File: src/rtl/bus_step_sequencer_reg_index_decoder.sv
// 4-bit register index to 16-bit one-hot select.
module reg_index_decoder (
  input  logic [3:0]  idx_i,
  output logic [15:0] onehot_o
);

  always_comb begin
    onehot_o        = '0;
    onehot_o[idx_i] = 1'b1;
  end

endmodule

File: config.mk
export PLATFORM = sky130hd
export DESIGN_NAME = reg_index_decoder
export DESIGN_NICKNAME = d
export VERILOG_FILES = /design/src/rtl/bus_step_sequencer_reg_index_decoder.sv
export SDC_FILE = /design/constraint.sdc
export NUM_CORES = 1
export LEC_CHECK = 0
export CAP_MARGIN = 20
export CORE_AREA = 2 2 39 41
export DETAILED_ROUTE_END_ITERATION = 12
export DIE_AREA = 0 0 41 43
export GPL_TIMING_DRIVEN = 0
export PLACE_DENSITY = 0.47
export SLEW_MARGIN = 20
export SYNTH_ARGS = -nofsm -noshare
export SYNTH_HDL_FRONTEND = slang
export SYNTH_SLANG_ARGS = --single-unit
File: constraint.sdc
create_clock -name vclk -period 1.34
set_clock_uncertainty 0.2 [all_clocks]
set_input_delay 0.201 -clock vclk [all_inputs]
set_output_delay 0.201 -clock vclk [all_outputs]
set_load 0.01 [all_outputs]
==> metrics.cfg <==
[synth]
synth_cell_type_count=7
syn_nets=24
synth_area_um2=226
synth_cells=20
yosys.area.top_type=nor4b_2
syn_area_per_cell_um2=11.3
yosysTopAreaCellShare_pct=26.5
synthTopCellsByArea=nor4b_2, and4bb_1, and4b_1
ys_warn_count=0
yosysSeqAreaShare_pct=0

[route]
via_per_inst=4.62
drtPass1Iterations=4
drtIter0Drc=6
avgRoutedWirePerCell_um=13.1
vias=282
ant_nets=0
drc=0
routed_wl_um=797

[final_layout]
area_growth_pct=112
seq_cells=0
seq_area_um2=0
antenna_cells=0
finalNonFillerCells=61
drive_gt1_share_pct=68.9
fin_area_um2=480
nClkBuffers=0
layout.nets=51

[critical_path]
critPathMaxFanout=8
cp-end-kind=output pin
crit_path_start_kind=primary input
path_class=in2out
cp_slowest_stage_delay_ns=0.28
cp.required_ns=0.94
cpLargestDelayFamily=buffers and inverters
path_cells=clkbuf_4 -> and4bb_2 -> dlygate4sd2_1
arrival_ns=0.90
critPathSlowestCell=and4bb_2
path_buf_inv=2

[global_route]
antenna_found_initial=0
grt_pass1_vias=286
grt_max_degree=9
globalRouteOverflowTotal=0
grt_pass1_wl_mm=1.35
track_usage_pct=10.4

[timing]
final-max-slew-violation-count=0
fmax_mhz=769
fin_ws_ns=0.0404
hold_viol_final=0
period_minus_slack_ns=1.30
rsz0062_at_grt=true
setup_viol=0
relSlewSlack_pct=88.1
whs_ns=0.595
worst_pin_slew_ns=0.177
fin_crit_sh_pct=97.0

[place]
place_congestion=0.645
dp.cells=56
dpl_worst_slack_ns=-0.843
postPlaceCellArea_um2=447
io_buffers=20
hpwl_um=509

[clock_network]
cts_hold_buffers=0

[floorplan]
rows=14
dieArea_um2=1760
core_region_area_um2=1380
initial_utilization_pct=16.4
die_h_um=43
die_w_um=41
io_pins=20

[power_and_ir_drop]
power.total_w=0.000113
pwr-share-clk_pct=0
power_density_nw_per_um2=236
pwr-share-seq_pct=0
p_sw_share_pct=44.9
p_comb_share_pct=100.0
p_int_w=0.0000624
ir_drop_mv=0.114
power_leakage_nw=0.240
p_switching_w=0.0000509

[outcome]
outcome=finished clean

[worst_hold_path]
hp-class=in2out

[job]
maxCapViolCount=0

[power by group through the flow]
stage / clock network, W / logic (W) / registers, W
final: 0 / 0.000113 / 0
after global routing: 0 / 0.000124 / 0
after CTS: 0 / 0.0000992 / 0
after detailed placement: 0 / 0.0000958 / 0
after global placement: 0 / 0.0000949 / 0
after floorplan: 0 / 0.0000478 / 0
[metal layers]
| metal | wire length [µm] | global-route usage, % | part of all wire (%) | up-vias |
|---|---|---|---|---|
| met5 | 0 | 0 | 0 | - |
| met4 | 0 | 0 | 0 | 0 |
| met3 | 96 | 1.05 | 12 | 0 |
| met2 | 351 | 16.6 | 44 | 18 |
| met1 | 350 | 15.5 | 44 | 124 |
| li1 | - | - | - | 140 |
[cells in the mapped netlist]
library cell	number
buf_4	4
and4bb_1	4
nor4_2	1
nor4b_2	4
and4_1	1
and4b_1	4
and4bb_2	2
[cells by family after synthesis]
kind of cell | count (synthesis) | synth area share, %
simple gates | 16 | 86.7
buf+inv | 4 | 13.3
[layout make-up]
class | instances | area, µm²
Fill cell | 152 | 903
Multi-Input combinational cell | 16 | 223
Timing Repair Buffer | 25 | 193
Buffer | 4 | 45.0
Tap cell | 16 | 20.0
[worst min-delay path, stage by stage]
cell	delay, ns
buf_6	0.10
buf_6	0.12
nor4b_4	0.04
buf_2	0.13
[repair_timing]
action                                  in CTS  in global routing
resized for setup                           65                 20
pin swaps                                    0                  1
endpoints found under the setup margin      16                 14
gates cloned                                 4                  0
setup buffers                                1                  0
[final timing paths]
check | start | endpoint | slack [ns] | cells after the start
max | idx_i[3] | onehot_o[6] | 0.04 | 3
min | idx_i[2] | onehot_o[1] | 0.60 | 4
[through the flow]
stage | TNS (ns) | util (%)
3_5_place_dp | -12.44 | 32.3
3_3_place_gp | -12.15 | 32.3
4_1_cts | 0 | 32.7
6_report | 0 | 34.7
5_1_grt | -0.0106 | 34.7
2_1_floorplan | 0 | -
[placed cells by master, fill, tap and decap left out, drive strengths merged]
master,synthesis,routed
nor4b,4,4
and4bb,6,6
nor4,1,1
clkdlybuf4s15,0,5
dlygate4sd2,0,1
and4,1,1
buf,4,17
clkbuf,0,6
and4b,4,4
Note: power is estimated with default switching activity, not from simulation.
